<file path="config.mk">
export PLATFORM = sky130hd
export DESIGN_NAME = run_step_controller
export DESIGN_NICKNAME = d
export VERILOG_FILES = /design/src/rtl/run_step_controller_pkg.sv /design/src/rtl/run_step_controller_key_debouncer.sv /design/src/rtl/run_step_controller.sv
export SDC_FILE = /design/constraint.sdc
export NUM_CORES = 1
export LEC_CHECK = 0
export CORE_ASPECT_RATIO = 1.4
export CORE_MARGIN = 1
export CORE_UTILIZATION = 35
export CTS_CLUSTER_DIAMETER = 30
export DETAILED_ROUTE_END_ITERATION = 16
export GPL_ROUTABILITY_DRIVEN = 0
export GPL_TIMING_DRIVEN = 0
export PLACE_DENSITY = 0.55
export SYNTH_ARGS = -nofsm -noshare
export SYNTH_HDL_FRONTEND = slang
export SYNTH_HIERARCHICAL = 1
export SYNTH_SLANG_ARGS = --single-unit
export TNS_END_PERCENT = 5
</file>
<file path="constraint.sdc">
create_clock -name clock -period 4.4 [get_ports clock]
set_clock_uncertainty 0.1 [all_clocks]
set_input_delay 1.1 -clock clock [delete_from_list [all_inputs] [get_ports clock]]
set_output_delay 1.1 -clock clock [all_outputs]
set_load 0.02 [all_outputs]
</file>
<file path="src/rtl/run_step_controller_pkg.sv">
// Shared constants for the run/step controller: FSM state encoding,
// key and switch bit positions, and the clock-divide mask helper.
package run_step_controller_pkg;

    typedef enum logic [1:0] {
        ST_RESET_HOLD = 2'd0,
        ST_HALT       = 2'd1,
        ST_STEP       = 2'd2,
        ST_RUN        = 2'd3
    } state_t;

    // Key bit positions (key port is numbered [3:1] to match the board KEY names)
    localparam int KEY_STEP       = 1;
    localparam int KEY_PAUSE      = 2;
    localparam int KEY_CORE_RESET = 3;

    // Switch bit positions
    localparam int SW_RUN     = 0;
    localparam int SW_DIV_EN  = 1;
    localparam int SW_EXP_LSB = 4;
    localparam int SW_EXP_MSB = 7;

    // Mask of the low E prescaler bits; zero under the mask marks a divided tick
    function automatic logic [15:0] div_mask(input logic [3:0] exponent);
        return (16'd1 << exponent) - 16'd1;
    endfunction

endpackage

</file>
<file path="src/rtl/run_step_controller_key_debouncer.sv">
// One push-button channel: 2-flop synchronizer, level debounce and a
// single-cycle press pulse on the accepted released->pressed transition.
module key_debouncer #(
    parameter int DEBOUNCE_CYCLES = 50000
) (
    input  logic i_clock,
    input  logic i_reset_n,
    input  logic i_key,
    output logic o_press
);
    localparam int CW = $clog2(DEBOUNCE_CYCLES + 1);

    logic [1:0]    r_sync;
    logic          r_level;
    logic [CW-1:0] r_count;
    logic          r_press;
    logic          w_sample;

    assign w_sample = r_sync[1];
    assign o_press  = r_press;

    // Synchronize the raw key; resets to released so reset release never looks like a press
    always_ff @(posedge i_clock or negedge i_reset_n) begin
        if (!i_reset_n) begin
            r_sync <= 2'b11;
        end else begin
            r_sync <= {r_sync[0], i_key};
        end
    end

    // Count consecutive samples that disagree with the accepted level; accept after enough of them
    always_ff @(posedge i_clock or negedge i_reset_n) begin
        if (!i_reset_n) begin
            r_level <= 1'b1;
            r_count <= '0;
            r_press <= 1'b0;
        end else begin
            r_press <= 1'b0;
            if (w_sample == r_level) begin
                r_count <= '0;
            end else if (r_count == CW'(DEBOUNCE_CYCLES - 1)) begin
                r_level <= w_sample;
                r_count <= '0;
                r_press <= ~w_sample;
            end else begin
                r_count <= r_count + 1'b1;
            end
        end
    end

endmodule

</file>
<file path="src/rtl/run_step_controller.sv">
// Run/step/pause controller for a single-clock core: generates a registered
// clock-enable qualifier, a held core reset and a count of enable pulses.
module run_step_controller
    import run_step_controller_pkg::*;
#(
    parameter int DEBOUNCE_CYCLES   = 50000,
    parameter int RESET_HOLD_CYCLES = 16
) (
    input  logic        clock,
    input  logic        reset_n,
    input  logic [3:1]  key,
    input  logic [7:0]  switch,
    output logic        core_clock_enable,
    output logic        core_reset,
    output logic        running,
    output logic [31:0] enable_count
);
    localparam int HW = $clog2(RESET_HOLD_CYCLES + 1);

    logic [7:0]    r_sw_meta;
    logic [7:0]    r_sw_sync;
    logic [3:1]    w_press;

    state_t        r_state;
    logic [HW-1:0] r_hold_count;
    logic [15:0]   r_prescaler;
    logic          r_pause;
    logic          r_core_reset;
    logic          r_clock_enable;
    logic          r_running;
    logic [31:0]   r_enable_count;

    logic          w_run_on;
    logic          w_div_on;
    logic [15:0]   w_mask;
    logic [15:0]   w_prescaler_inc;
    logic          w_run_tick;
    logic          w_pause_after;
    logic          w_unused_sw;

    // Two-flop synchronizer for the slide switches
    always_ff @(posedge clock or negedge reset_n) begin
        if (!reset_n) begin
            r_sw_meta <= '0;
            r_sw_sync <= '0;
        end else begin
            r_sw_meta <= switch;
            r_sw_sync <= r_sw_meta;
        end
    end

    genvar gi;
    generate
        for (gi = 1; gi <= 3; gi++) begin : g_key
            key_debouncer #(
                .DEBOUNCE_CYCLES(DEBOUNCE_CYCLES)
            ) u_key_debouncer (
                .i_clock   (clock),
                .i_reset_n (reset_n),
                .i_key     (key[gi]),
                .o_press   (w_press[gi])
            );
        end
    endgenerate

    assign w_run_on        = r_sw_sync[SW_RUN];
    assign w_div_on        = r_sw_sync[SW_DIV_EN];
    assign w_mask          = div_mask(r_sw_sync[SW_EXP_MSB:SW_EXP_LSB]);
    assign w_prescaler_inc = r_prescaler + 16'd1;
    assign w_run_tick      = !w_div_on || ((w_prescaler_inc & w_mask) == 16'd0);
    // Decisions in a cycle with a pause press use the already-toggled flag
    assign w_pause_after   = r_pause ^ w_press[KEY_PAUSE];
    assign w_unused_sw     = ^r_sw_sync[3:2];

    // Controller FSM; outputs are registered alongside the state they describe
    always_ff @(posedge clock or negedge reset_n) begin
        if (!reset_n) begin
            r_state        <= ST_RESET_HOLD;
            r_hold_count   <= '0;
            r_prescaler    <= '0;
            r_pause        <= 1'b0;
            r_core_reset   <= 1'b1;
            r_clock_enable <= 1'b0;
            r_running      <= 1'b0;
            r_enable_count <= '0;
        end else begin
            r_clock_enable <= 1'b0;
            if (w_press[KEY_CORE_RESET]) begin
                // Core reset wins over step/pause and restarts any hold in progress
                r_state        <= ST_RESET_HOLD;
                r_hold_count   <= '0;
                r_core_reset   <= 1'b1;
                r_running      <= 1'b0;
                r_enable_count <= '0;
            end else begin
                case (r_state)
                    ST_RESET_HOLD: begin
                        r_enable_count <= '0;
                        if (r_hold_count == HW'(RESET_HOLD_CYCLES - 1)) begin
                            r_hold_count <= '0;
                            r_core_reset <= 1'b0;
                            if (w_run_on && !r_pause) begin
                                r_state        <= ST_RUN;
                                r_running      <= 1'b1;
                                r_prescaler    <= '0;
                                r_clock_enable <= 1'b1;
                                r_enable_count <= 32'd1;
                            end else begin
                                r_state <= ST_HALT;
                            end
                        end else begin
                            r_hold_count <= r_hold_count + 1'b1;
                        end
                    end
                    ST_HALT: begin
                        r_pause <= w_pause_after;
                        if (w_press[KEY_STEP]) begin
                            r_state        <= ST_STEP;
                            r_clock_enable <= 1'b1;
                            r_enable_count <= r_enable_count + 32'd1;
                        end else if (w_run_on && !w_pause_after) begin
                            // First RUN cycle has prescaler 0 and therefore always enables
                            r_state        <= ST_RUN;
                            r_running      <= 1'b1;
                            r_prescaler    <= '0;
                            r_clock_enable <= 1'b1;
                            r_enable_count <= r_enable_count + 32'd1;
                        end
                    end
                    ST_STEP: begin
                        r_pause <= w_pause_after;
                        r_state <= ST_HALT;
                    end
                    ST_RUN: begin
                        r_pause <= w_pause_after;
                        if (!w_run_on || w_pause_after) begin
                            r_state   <= ST_HALT;
                            r_running <= 1'b0;
                        end else begin
                            r_prescaler    <= w_prescaler_inc;
                            r_clock_enable <= w_run_tick;
                            r_enable_count <= r_enable_count + {31'd0, w_run_tick};
                        end
                    end
                    default: begin
                        r_state <= ST_RESET_HOLD;
                    end
                endcase
            end
        end
    end

    assign core_clock_enable = r_clock_enable;
    assign core_reset        = r_core_reset;
    assign running           = r_running;
    assign enable_count      = r_enable_count;

endmodule

</file>
==> metrics.log, run 1 <==
INFO  metric synth_sequential_area_ratio = 0.4628
INFO  metric worst_path_dominant_cell_family = simple AND/OR/NAND/NOR gates
INFO  metric synth-edff-count = 0
INFO  metric worst_path_largest_cell_delay = 0.38 ns
INFO  metric vdd_ir_drop_max = 308.2 uV
INFO  metric fillCellCount = around 1,900
INFO  metric worst_slew_margin_rel = 0.3321
INFO  metric run_status = finished clean
INFO  metric post-place-cells = roughly 990
INFO  metric final_net_count = approximately 800
INFO  metric multi_input_area = 3540 sq um
INFO  metric design.core.area = a little under 20,000 sq um
INFO  metric ctsRootBufferMaster = clkbuf_16
INFO  metric rsz0062_at_grt = no
INFO  metric worst-path-buf-inv = 3
INFO  metric timing_max_transition_violations_final = 0
INFO  metric detailed_place_hpwl = roughly 11,000 microns
INFO  metric final_critical_delay_including_setup_and_external_delays = around 4 ns
INFO  metric fp.dieArea = just over 20,000 sq um
INFO  metric crit_slowest_cell = or3_1
INFO  metric n_antenna_cell = 0
INFO  metric die_w = roughly 120 microns
INFO  metric synth.cell_area = about 7100 sq um
INFO  metric cts.path.max_buffers = 2
INFO  metric timing.setup.critical_path_class = reg -> reg
INFO  metric commonest_non_fill_non_tap_cells_in_the_layout = dfrtp_1, nor2_1, xnor2_1, clkdlybuf4s50_1, nand2_1
INFO  metric cts_tree = yes
INFO  metric clk_pin_slew_worst_paths = ~0.06 ns
INFO  metric worstSetupStartpoint = r_sw_sync[7]
INFO  metric post_dp_cell_area = a little under 8000 sq um
INFO  metric hold_path.startpoint = r_sw_meta[1]
INFO  metric layout_commonest_cell = dfrtp_1
INFO  metric first_pass_grt_wire_length = roughly 26,000 microns
INFO  metric crit_path_cell_trace = clkbuf_2 -> clkbuf_2 -> nor2_1 -> nand2_1 -> ha_2 -> clkbuf_2 -> nor3_1 -> o211ai_1 -> a22oi_1 -> a2111oi_1 -> nand4_1 -> nand4_1 -> ha_1 -> and3_1 -> o2111ai_4 -> or3_1 -> a21oi_1
INFO  metric portBuffers = between 40 and 50
INFO  metric drt-wirelength-per-cell = approximately 15 microns
INFO  metric io-pin-count = 48
INFO  metric detail_route.vias_per_cell = about 5.3
INFO  metric grtUsageTotal = 0.1588
INFO  metric standard_cell_row_count = 61
INFO  metric power_density = around 360 nW/um^2
INFO  metric vias = between 5,000 and 6,000
INFO  metric grt_max_degree = 68
INFO  metric tightestPinTransition = around 0.99 ns
INFO  metric regArea = between 3000 and 4000 sq um
INFO  metric timing.hold.worst.class = reg -> reg
INFO  metric drcViolationCount = 0
INFO  metric clkLatencyLatePin = roughly 0.41 ns
INFO  metric instances_no_fill = 1,024
INFO  metric cp_data_arrival_time = 4.27 ns
INFO  metric critPathCaptureType = flop
INFO  metric timing.critical_path.from_type = flop
INFO  metric final-setup-viol-count = 0
INFO  metric drtIter0Drc = just over 300
INFO  metric proportion_of_synthesized_flip_flops_having_asynchronous_set_or_reset = 1.000
INFO  metric leakage_dissipation = ~3.5 nW
INFO  metric synth_warnings = 6
INFO  metric initial_core_util = 0.3555
INFO  metric syn-num-nets = approximately 720
INFO  metric routed_wl = between 15,000 and 20,000 microns
INFO  metric via_count_of_the_first_global_routing_pass = approximately 5,500
INFO  metric grt_overflow = 0
INFO  metric cts_sinks = 130
INFO  metric critPathMostFrequentCell = clkbuf_2
INFO  metric area_delta_synth_final = 20.87%
INFO  metric worst-path-max-fanout = 10
INFO  metric top_reg_cell_synth = dfrtp_1
INFO  metric synth_cell_type_count = 70
INFO  metric ant_nets = 0
INFO  metric die_y = 170.0 microns
INFO  metric tritoncts.num_buffers = 17
INFO  metric timing.final.hold_violations = 0
INFO  metric drive_gt1_frac = 0.1826
INFO  metric achievable-frequency = between 0.2 and 0.25 GHz
INFO  metric firstDrtPassIters = 5
INFO  metric cp_data_required_time = 4.63 ns
INFO  metric post_synth.cell_area_avg = around 10 sq um
INFO  metric finalInstanceArea = approximately 8500 sq um
INFO  metric layout_worst_path_cycle_share = 0.9180
INFO  metric synth-seq-cells = 130
INFO  metric syn_inst = between 600 and 700
INFO  metric cts_max_level = 4
INFO  metric cap_viol_max_count = 0
INFO  metric initial_antenna_violation_count = 0
INFO  metric crit-reg2reg-launch = r_sw_sync[7]
[worst reg2reg max path, cell delays in order (launching register included)]
cell	delay [ns]
dfrtp_1	0.37
clkbuf_2	0.22
clkbuf_2	0.24
nor2_1	0.07
nand2_1	0.08
ha_2	0.25
clkbuf_2	0.25
nor3_1	0.07
o211ai_1	0.18
a22oi_1	0.11
a2111oi_1	0.33
nand4_1	0.24
nand4_1	0.16
ha_1	0.18
and3_1	0.30
o2111ai_4	0.27
or3_1	0.38
a21oi_1	0.15
[power breakdown]
part           total, mW  internal [mW]  leakage (nW)  switching (mW)
Clock               1.53           1.03         0.310           0.493
Sequential          1.29           1.24          1.72          0.0501
Combinational      0.256          0.110          1.47           0.146
Total               3.07           2.38          3.50           0.689
[per-layer routing]
layer	vias to the layer above	wire length [microns]	global-route usage
met3	28	486	0.03016
li1	2610	-	-
met1	2672	6683	0.1926
met5	-	0	0
met2	95	7738	0.2702
met4	0	331	0.07032
[layout make-up]
type	count	area share
plain buffers	35	0.02758
multi-input cells	516	0.4151
well taps	252	0.03697
flip-flops and latches	130	0.3829
inverters	13	0.005722
repair buffers	46	0.05619
clock buffers	22	0.05443
clock inverters	10	0.02113
[through the flow]
stage | total power, mW | hold WS [ns] | util | setup TNS [ns] | setup WS, ns
floorplan | 1.444 | 0.2312 | - | 0 | 0.6349
global placement | 1.561 | 0.2390 | 0.3941 | -384.87 | -3.086
detailed placement | 1.570 | 0.2402 | 0.3956 | -2.512 | -0.2786
CTS | 3.120 | 0.2527 | 0.4282 | 0 | 0.06510
global route | 3.209 | 0.2609 | 0.4298 | 0 | 0.006695
finish | 3.071 | 0.2506 | 0.4298 | 0 | 0.3610
[flip-flops by register name, summed over array words and instances (netlist names), 5 cells and up]
name                           cells
g_key.u_key_debouncer/r_sync       6
r_prescaler                       15
g_key.u_key_debouncer/r_count     48
r_sw_sync                          6
r_hold_count                       5
r_sw_meta                          6
enable_count                      32
[worst paths after layout]
path                                                       end  slack [ns]  cells past startpoint
setup / recovery                              enable_count[23]        0.36                     17
hold / removal                                    r_sw_sync[1]        0.25                      0
setup reg to reg                              enable_count[23]        0.36                     17
hold reg to reg                                   r_sw_sync[1]        0.25                      0
max in group asynchronous                           core_reset        2.87                      2
min in group asynchronous  g_key[3].u_key_debouncer/r_count[9]        0.56                      1
[Yosys cell counts, types with 10 or more instances]
cell	count	area [sq um]
nand2_1	35	131.4
a21oi_1	18	90.09
nor4_2	12	150.1
and3_1	21	131.4
nor3_1	20	100.1
nor2_1	66	247.7
nand3_1	33	165.2
nand4_1	25	156.4
xnor2_1	46	402.9
inv_1	13	48.80
clkbuf_1	14	52.55
nor2_2	33	206.5
o21ai_0	34	170.2
xor2_1	33	289.0
or3_1	10	62.56
buf_2	13	65.06
dfrtp_1	120	3003
dfstp_2	10	262.8
[cell families after synthesis]
| logic type | count (synthesis) | share of synthesized area |
|---|---|---|
| flip-flops | 130 | 0.4628 |
| AO/OA/AOI/OAI | 103 | 0.09417 |
| multiplexers | 3 | 0.006384 |
| AND/OR/NAND/NOR | 322 | 0.2820 |
| XOR/XNOR | 80 | 0.1004 |
| adder cells (fa/ha/maj) | 8 | 0.01419 |
| buffers and inverters | 49 | 0.04008 |
[repair_timing]
action / CTS / global route
setup endpoints to repair: 16 / 13
setup buffers: 0 / 0
gates resized for setup: 3 / 7
hold endpoints to repair: 0 / 0
gates cloned: 0 / 0
hold buffers: 0 / 0
(Power assumes the default switching activity.)
==> run 2: changes to the inputs <==
- CELL_PAD_IN_SITES_DETAIL_PLACEMENT: unset -> 0
- CELL_PAD_IN_SITES_GLOBAL_PLACEMENT: unset -> 1
- PLACE_DENSITY: 0.55 -> 0.66
- RECOVER_POWER: unset -> 50
==> run 2 against run 1 <==
Net effect:
- the flow now finishes with violations (max-capacitance violations, max-slew violations)
- clock power is essentially flat
- worst hold slack worse by 0.0034 ns
- core utilization fell by 0.31 points
- flip-flop and latch count is the same
- via count down 2.1%
- critical path type unchanged
- critical endpoint is now enable_count[14]
- largest cell class unchanged
- highest routed layer unchanged
==> metrics.log, run 2 (synthesis results as in run 1) <==
INFO  metric standard_cell_row_count = 61
INFO  metric cp_data_required_time = roughly 4.6 ns
INFO  metric initial_core_util = 0.3555
INFO  metric portBuffers = 45
INFO  metric cp_data_arrival_time = approximately 4.3 ns
INFO  metric design.core.area = between 15,000 and 20,000 sq um
INFO  metric grt_overflow = 0
INFO  metric timing.setup.critical_path_class = reg -> reg
INFO  metric achievable-frequency = between 0.2 and 0.25 GHz
INFO  metric timing.critical_path.from_type = flop
INFO  metric vias = between 5,000 and 6,000
INFO  metric die_w = ~120 microns
INFO  metric clkLatencyLatePin = between 0.4 and 0.5 ns
INFO  metric area_delta_synth_final = 20.00%
INFO  metric clk_pin_slew_worst_paths = roughly 0.06 ns
INFO  metric commonest_non_fill_non_tap_cells_in_the_layout = dfrtp_1, nor2_1, xnor2_1, nand2_1, clkdlybuf4s50_1
INFO  metric report.power.total = between 3 and 4 mW
INFO  metric final_net_count = ~780
INFO  metric reg2reg_to = enable_count[14]
INFO  metric hold_path.startpoint = r_sw_meta[1]
INFO  metric timing_max_transition_violations_final = approximately 130
INFO  metric critPathCaptureType = flop
INFO  metric cap_viol_max_count = 2
INFO  metric largest_register = g_key.u_key_debouncer/r_count
INFO  metric post-place-cells = between 900 and 1,000
INFO  metric instances_no_fill = approximately 1,000
INFO  metric cts_sinks = 130
INFO  metric crit-reg2reg-launch = r_sw_sync[7]
INFO  metric drcViolationCount = 0
INFO  metric layout_commonest_cell = dfrtp_1
INFO  metric fp.dieArea = ~21,000 sq um
INFO  metric detail_route.vias_per_cell = between 5 and 6
INFO  metric via_count_of_the_first_global_routing_pass = around 5,300
INFO  metric first_pass_grt_wire_length = 26,170 microns
INFO  metric n_antenna_cell = 0
INFO  metric wl_met2 = 7902 microns
INFO  metric vdd_ir_drop_max = about 260 uV
INFO  metric final_critical_delay_including_setup_and_external_delays = approximately 4.1 ns
INFO  metric worst-path-max-fanout = 10
INFO  metric firstDrtPassIters = 5
INFO  metric cts_hold_repair.buffers = 0
INFO  metric worst_path_largest_cell_delay = around 0.37 ns
INFO  metric crit_slowest_cell = dfrtp_1
INFO  metric die_y = 170.0 microns
INFO  metric worst-path-buf-inv = 3
INFO  metric tightestPinTransition = around 1.6 ns
INFO  metric worst_path_dominant_cell_family = simple AND/OR/NAND/NOR gates
INFO  metric routed_length_on_met1 = 6904 microns
INFO  metric fillCellCount = 1,929
INFO  metric rrSetupSlack = 0.35 ns
INFO  metric hold_ws = between 0.2 and 0.25 ns
INFO  metric initial_antenna_violation_count = 0
INFO  metric leakage_dissipation = between 3 and 4 nW
INFO  metric timing.hold.worst.class = reg -> reg
INFO  metric hold_depth = 0
INFO  metric run_status = finished with violations
INFO  metric power_density = between 300 and 400 nW/um^2
INFO  metric crit_path_cell_trace = clkbuf_2 -> clkbuf_2 -> nor2_1 -> nand2_1 -> ha_2 -> clkbuf_4 -> nor3_1 -> o211ai_1 -> a22oi_1 -> a2111oi_1 -> nand4_1 -> nand4_1 -> ha_1 -> ha_1 -> o211a_2 -> nand2_1 -> or3_1 -> a21oi_1
INFO  metric tritoncts.num_buffers = 17
INFO  metric ctsRootBufferMaster = clkbuf_16
INFO  metric drt-wirelength-per-cell = ~15 microns
INFO  metric routed_wl = around 15,000 microns
INFO  metric failing_checks = max-capacitance violations, max-slew violations
INFO  metric met3RoutedLength = roughly 330 microns
INFO  metric detailed_place_hpwl = about 11,000 microns
INFO  metric grt_max_degree = 68
INFO  metric drive_gt1_frac = 0.1777
INFO  metric ant_nets = 0
INFO  metric flip_flop_count_of_the_largest_register_all_copies_and_words_added = 48
INFO  metric cts_setup_buffers = 0
INFO  metric post-route-worst-setup-slack = around 0.35 ns
INFO  metric hold_path_sink = r_sw_sync[1]
INFO  metric cts.path.max_buffers = 2
INFO  metric place_worst_setup_slack = -0.3151 ns
INFO  metric layout_worst_path_cycle_share = 0.9207
INFO  metric timing.final.hold_violations = 0
INFO  metric cts_tree = yes
INFO  metric fin_tns_setup = 0 ns
INFO  metric worst_slew_margin_rel = -0.08348
INFO  metric drtIter0Drc = between 200 and 300
INFO  metric rsz0062_at_grt = no
INFO  metric top_signal_layer_used = met4
INFO  metric final-setup-viol-count = 0
INFO  metric rr_worst_depth = 18
INFO  metric cts_max_level = 4
INFO  metric io-pin-count = 48
INFO  metric grtUsageTotal = 0.1590
## run 2: changes by cell type in the layout (fill, tap and decap cells not counted), sizes merged
cell | previous run | this run
clkdlybuf4s50 | 44 | 35
clkinv | 3 | 1
bufinv | 5 | 4
buf | 24 | 20
clkinvlp | 2 | 3
dlygate4sd3 | 0 | 9
clkbuf | 35 | 40
## run 2: final cells by class
type | count | area [sq um] | area share
multi-input combinational | 516 | 3523 | 0.4161
sequential | 130 | 3266 | 0.3857
clock buffer | 24 | 481.7 | 0.05689
timing repair buffer | 46 | 450.4 | 0.05320
tap | 252 | 315.3 | 0.03724
buffer | 34 | 230.2 | 0.02719
clock inverter | 8 | 151.4 | 0.01788
inverter | 13 | 48.80 | 0.005763
## run 2: timing repair
item / 4_1_cts / 5_1_grt
endpoints found under the hold margin: 0 / 0
pin swaps: 0 / 0
endpoints found under the setup margin: 19 / 13
resized for setup: 3 / 6
## run 2: layer usage
| metal | global-route usage | up-vias |
|---|---|---|
| met5 | 0 | - |
| met4 | 0.06227 | 0 |
| met3 | 0.03150 | 13 |
| met2 | 0.2714 | 55 |
| met1 | 0.1946 | 2618 |
| li1 | - | 2608 |
## run 2: report_power, final
group,total [mW],internal [mW],switching (mW)
Sequential,1.29,1.24,0.0497
Combinational,0.253,0.106,0.146
Clock,1.51,0.995,0.516
Total,3.05,2.34,0.712
## run 2: through the flow
step / area [sq um] / utilization
after floorplan: 7056 / -
after global placement: 7821 / 0.3941
after detailed placement: 7850 / 0.3956
after CTS: 8483 / 0.4275
after global routing: 8467 / 0.4267
final: 8467 / 0.4267
## run 2: worst max-delay path by stage
| stage | depth (start not counted) | start | slack, ns | endpoint |
|---|---|---|---|---|
| after floorplan | 17 | r_sw_sync[7] | 0.63 | enable_count[25] |
| after global placement | 1 | reset_n | -3.13 | r_prescaler[8] |
| after detailed placement | 19 | r_sw_sync[7] | -0.32 | enable_count[31] |
| after CTS | 19 | r_sw_sync[7] | 0.009 | enable_count[31] |
| after global routing | 18 | r_sw_sync[7] | 0.04 | enable_count[14] |
| final | 18 | r_sw_sync[7] | 0.35 | enable_count[14] |
==> run 3: changes to the inputs <==
- GPL_ROUTABILITY_DRIVEN: 0 -> unset
==> results of run 3 <==
No change in the layout: final DEF, timing and power equal those of run 2.
==> RTL edit 1, RTL diff (settings of run 3) <==
`DEBOUNCE_CYCLES` is set to 50000 in 2 places; all go to 12500.
--- a/src/rtl/run_step_controller_key_debouncer.sv
+++ b/src/rtl/run_step_controller_key_debouncer.sv
@@ -3,3 +3,3 @@
 module key_debouncer #(
-    parameter int DEBOUNCE_CYCLES = 50000
+    parameter int DEBOUNCE_CYCLES = 12500
 ) (
--- a/src/rtl/run_step_controller.sv
+++ b/src/rtl/run_step_controller.sv
@@ -5,3 +5,3 @@
 #(
-    parameter int DEBOUNCE_CYCLES   = 50000,
+    parameter int DEBOUNCE_CYCLES   = 12500,
     parameter int RESET_HOLD_CYCLES = 16
Behaviour: same outputs for any inputs over 10 cycles, from zero or initial values and one cycle with reset_n low; that may be too few to reach the edited logic, so the function may still have changed.
==> RTL edit 1 against run 3 <==
- the flow still finishes with violations (capacitance limit, slew limit)
- cell area decreased by 8.0%
- sequential cell count decreased by 6
- total power decreased by 8.0%
- synthesized area decreased by 8.7%
- worst setup slack improved by 76 ps
- routed wire length decreased by 7.7%
- largest power group unchanged
==> RTL edit 1: results (changes against run 3) <==
DPL Wire Length=9810 um (-8.5%); failing checks=capacitance limit, slew limit; hold path endpoint=r_sw_sync[4]; Max IR drop VDD=0.201 mV (-23%); drt pass-1 iters=4 (-1); CP top delay family=compound AO/OA/AOI/OAI gates; cell-internal power=0.00208 W (-11%); share of cells above drive strength 1=0.123 (-0.0551); GPL Wtd Cong=0.814 (+5.7%); Final Max Tran Viols=54 (-59%); Distinct cells, synth=67 (-4.3%); Placed Cells=936 (-5.7%); Slew headroom=-0.966 (-0.883); Placed Instance Area=7220 um2 (-8.0%); status=finished, violations left; synth cell count leaders=114 x dfrtp_1, 90 x nor2_1, 46 x xnor2_1; max-capacitance violation count=1 (-1); Pleak=3.17 nW (-8.2%); CP arrival=4210 ps (-70 ps); Syn Area/Cell=9.91 um2 (-2.4%); top cells by area, synth=dfrtp_1 44%, xnor2_1 6.3%, nor2_1 5.2%; gr usage total=0.165 (+0.00625); Syn Nets=674 (-5.9%); Final WS setup=425 ps (+75.9 ps); max reg flops=42 (-13%); hold_sp=r_sw_meta[4]; Iteration-0 DRC Markers=319 (+7.8%); R2R setup slack=420 ps (+80 ps); hold slack=252 ps (+4.71 ps); DR WL/cell=14.6 um (-2.3%); nets=737 (-5.4%); via count=5006 (-5.4%); pre-CTS setup slack=-307 ps (+7.70 ps); first-pass GRT wire length=24700 um (-5.6%)
==> RTL edit 1: cell types whose count changed in the layout (fill, tap and decap cells not counted), moves of 8 or more <==
cell and change:
nand4_1 -15, nor2_1 +24, nor2_2 -33, and3_1 -9
xor2_1 -9, buf_2 -8
==> RTL edit 1: timing repair <==
| action | CTS | global route |
|---|---|---|
| cloned | 0 | 0 |
| gates resized for setup | 3 | 6 |
| setup endpoints to repair | 16 | 14 |
==> RTL edit 1: power groups by stage <==
stage	Combinational, W	Sequential (W)	Clock (W)
3_5_place_dp	0.000257	0.00126	0
6_report	0.000250	0.00124	0.00132
2_1_floorplan	0.000117	0.00127	0
5_1_grt	0.000279	0.00125	0.00141
3_3_place_gp	0.000252	0.00126	0
4_1_cts	0.000258	0.00124	0.00135
==> RTL edit 1: layout make-up <==
type | instances | area [um2]
plain buffers | 22 | 126
clock buffers | 19 | 443
clock inverters | 13 | 120
fillers | 1793 | 10200
inverters | 13 | 48.8
multi-input cells | 489 | 3170
flip-flops and latches | 124 | 3120
well taps | 240 | 300
repair buffers | 46 | 472
==> RTL edit 1: logic make-up (layout without fill, tap and decap cells) <==
kind of cell | Yosys count | in the layout | share of synthesized area
flip-flops | 124 | 124 | 0.484
XOR/XNOR | 71 | 71 | 0.0977
buffers and inverters | 37 | 113 | 0.0276
adder cells (fa/ha/maj) | 11 | 11 | 0.0214
AND/OR/NAND/NOR | 295 | 295 | 0.256
AO/OA/AOI/OAI | 109 | 109 | 0.108
multiplexers | 3 | 3 | 0.00525
==> RTL edit 1: metal layers <==
layer | vias to the layer above | routed length, um | track usage
li1 | 2441 | - | -
met1 | 2489 | 6310 | 0.201
met5 | - | 0 | 0
met2 | 65 | 7230 | 0.279
met3 | 11 | 419 | 0.0398
met4 | 0 | 155 | 0.0639
==> RTL edit 2, RTL diff (config.mk and constraints of run 3) <==
Without the edit above. The 4 states of `state_t` get a Gray code encoding in 2 bits.
--- a/src/rtl/run_step_controller_pkg.sv
+++ b/src/rtl/run_step_controller_pkg.sv
@@ -5,6 +5,6 @@
     typedef enum logic [1:0] {
-        ST_RESET_HOLD = 2'd0,
-        ST_HALT       = 2'd1,
-        ST_STEP       = 2'd2,
-        ST_RUN        = 2'd3
+        ST_RESET_HOLD = 2'b00,
+        ST_HALT       = 2'b01,
+        ST_STEP       = 2'b11,
+        ST_RUN        = 2'b10
     } state_t;
Check against the original RTL: no difference found for any inputs over 10 cycles, from zero or initial values and one cycle with reset_n low; not proved beyond that.
==> RTL edit 2 against run 3 <==
- the flow still finishes with violations (capacitance limit, slew limit)
- sequential cell count unchanged
- cell area increased by 3.4%
- synthesized area is 4.3% higher
- non-clock buffer count is 12 higher
- maximum frequency shrank 0.64%
- worst setup slack worse by 26 ps
- synthesized cell count increased by 4.6%
- routed wire length up 4.2%
Power is not compared: it rests on default switching activity, and its combinational part moved more than twofold at a synthesized area within 25%.
==> RTL edit 2: results (changes against run 3) <==
Pleak=between 3 and 4 nW; worst hold stages=0 (unchanged); Distinct cells, synth=68 (-2.9%); largest net degree at the start of global routing=68 (unchanged); Iteration-0 DRC Markers=285 (-3.7%); gr usage total=0.156 (-0.00311); H-tree levels=4 (unchanged); sequential area share after synthesis=0.444 (-0.0193); GR Util met3=0.0340 (+0.00245); max incr delay on CP=530 ps (+160 ps); CP arrival=4250 ps (-30 ps); diode count=0 (unchanged); Biggest register=g_key.u_key_debouncer/r_count; failing checks=capacitance limit, slew limit; max-capacitance violation count=2 (unchanged); Clock transition at path regs=50 ps; met3 WL=505 um (+52%); drt pass-1 iters=4 (-1); R2R setup slack=320 ps (-30 ps); grt met1 use=0.191 (-0.00364); multi-input logic area=3790 um2 (+7.6%); worst-case clock buffer depth=2 (unchanged); HP Class=register to register; worst slew pin tran=1670 ps (+43.9 ps); switching power=roughly 0.0013 W; Synth warnings=6 (unchanged); met2 Usage GRT=0.263 (-0.00808); Post-Syn Area=7360 um2 (+4.3%); Routed WL=16000 um (+4.2%); ys async rst share=1.00 (unchanged); Max IR drop VDD=around 0.30 mV; DPL Wire Length=11100 um (+3.1%); via count=5560 (+5.0%); first-pass GRT wire length=27500 um (+5.1%); CP top delay family=simple AND/OR/NAND/NOR gates; worst-case reg-to-reg path depth=15 (-3); Top Metal Used=met4; slowest cell on the critical path=or4_4; top cells by area, synth=dfrtp_1 41%, xnor2_1 6.8%, dfstp_2 3.6%; met1 WL=7120 um (+3.1%); GPL Wtd Cong=0.800 (+3.9%); max reg flops=48 (unchanged); clock buffer count from CTS=17 (unchanged); hold path endpoint=r_sw_sync[5]; Syn Nets=753 (+5.2%); status=finished, violations left; hold_sp=r_sw_meta[5]; port bufs=45 (unchanged); met2 wire length=8090 um (+2.4%); fillers=1957 (+1.5%); synth cell count leaders=120 x dfrtp_1, 66 x nor2_1, 57 x xnor2_1; Final Max Tran Viols=133 (unchanged); nets=818 (+5.0%); share of cells above drive strength 1=0.195 (+0.0173)
[RTL edit 2: kinds of logic (layout without fill, tap and decap cells)]
group | after synthesis | after routing | synth area share
buf+inv | 60 | 138 | 0.0474
fa+ha+maj | 13 | 13 | 0.0221
flops | 130 | 130 | 0.444
compound gates | 104 | 104 | 0.0909
simple gates | 334 | 334 | 0.291
mux | 6 | 6 | 0.0102
xor+xnor | 80 | 80 | 0.0952
[RTL edit 2: power groups by stage]
stage	combinational [W]	sequential, W	clock, W
after global placement	0.00100	0.00136	0
after floorplan	0.000694	0.00137	0
after detailed placement	0.00102	0.00136	0
after global routing	0.00116	0.00135	0.00149
final	0.00102	0.00134	0.00139
after CTS	0.00103	0.00134	0.00143
[RTL edit 2: stage by stage]
| stage | cell area [um2] | setup slack, ps | instances | total power, W | hold slack (ps) |
|---|---|---|---|---|---|
| 2_1_floorplan | 7360 | 729 | 727 | 0.00206 | 231 |
| 3_3_place_gp | 8130 | -3150 | 1028 | 0.00236 | 240 |
| 3_5_place_dp | 8160 | 136 | 1029 | 0.00239 | 243 |
| 4_1_cts | 8740 | 107 | 1061 | 0.00380 | 254 |
| 5_1_grt | 8760 | -22.6 | 1061 | 0.00399 | 257 |
| 6_report | 8760 | 323 | 1061 | 0.00375 | 248 |
[RTL edit 2: layout make-up]
type / count / share of cell area
clock buffer: 26 / 0.0570
inverter: 14 / 0.00600
tap: 256 / 0.0366
clock inverter: 6 / 0.00914
timing repair buffer: 46 / 0.0514
buffer: 46 / 0.0339
sequential: 130 / 0.373
multi-input combinational: 537 / 0.433
[RTL edit 2: timing repair]
action | in CTS | in global routing
hold buffers | 0 | 0
endpoints found under the setup margin | 0 | 20
gates resized for setup | 0 | 11
setup buffers | 0 | 0
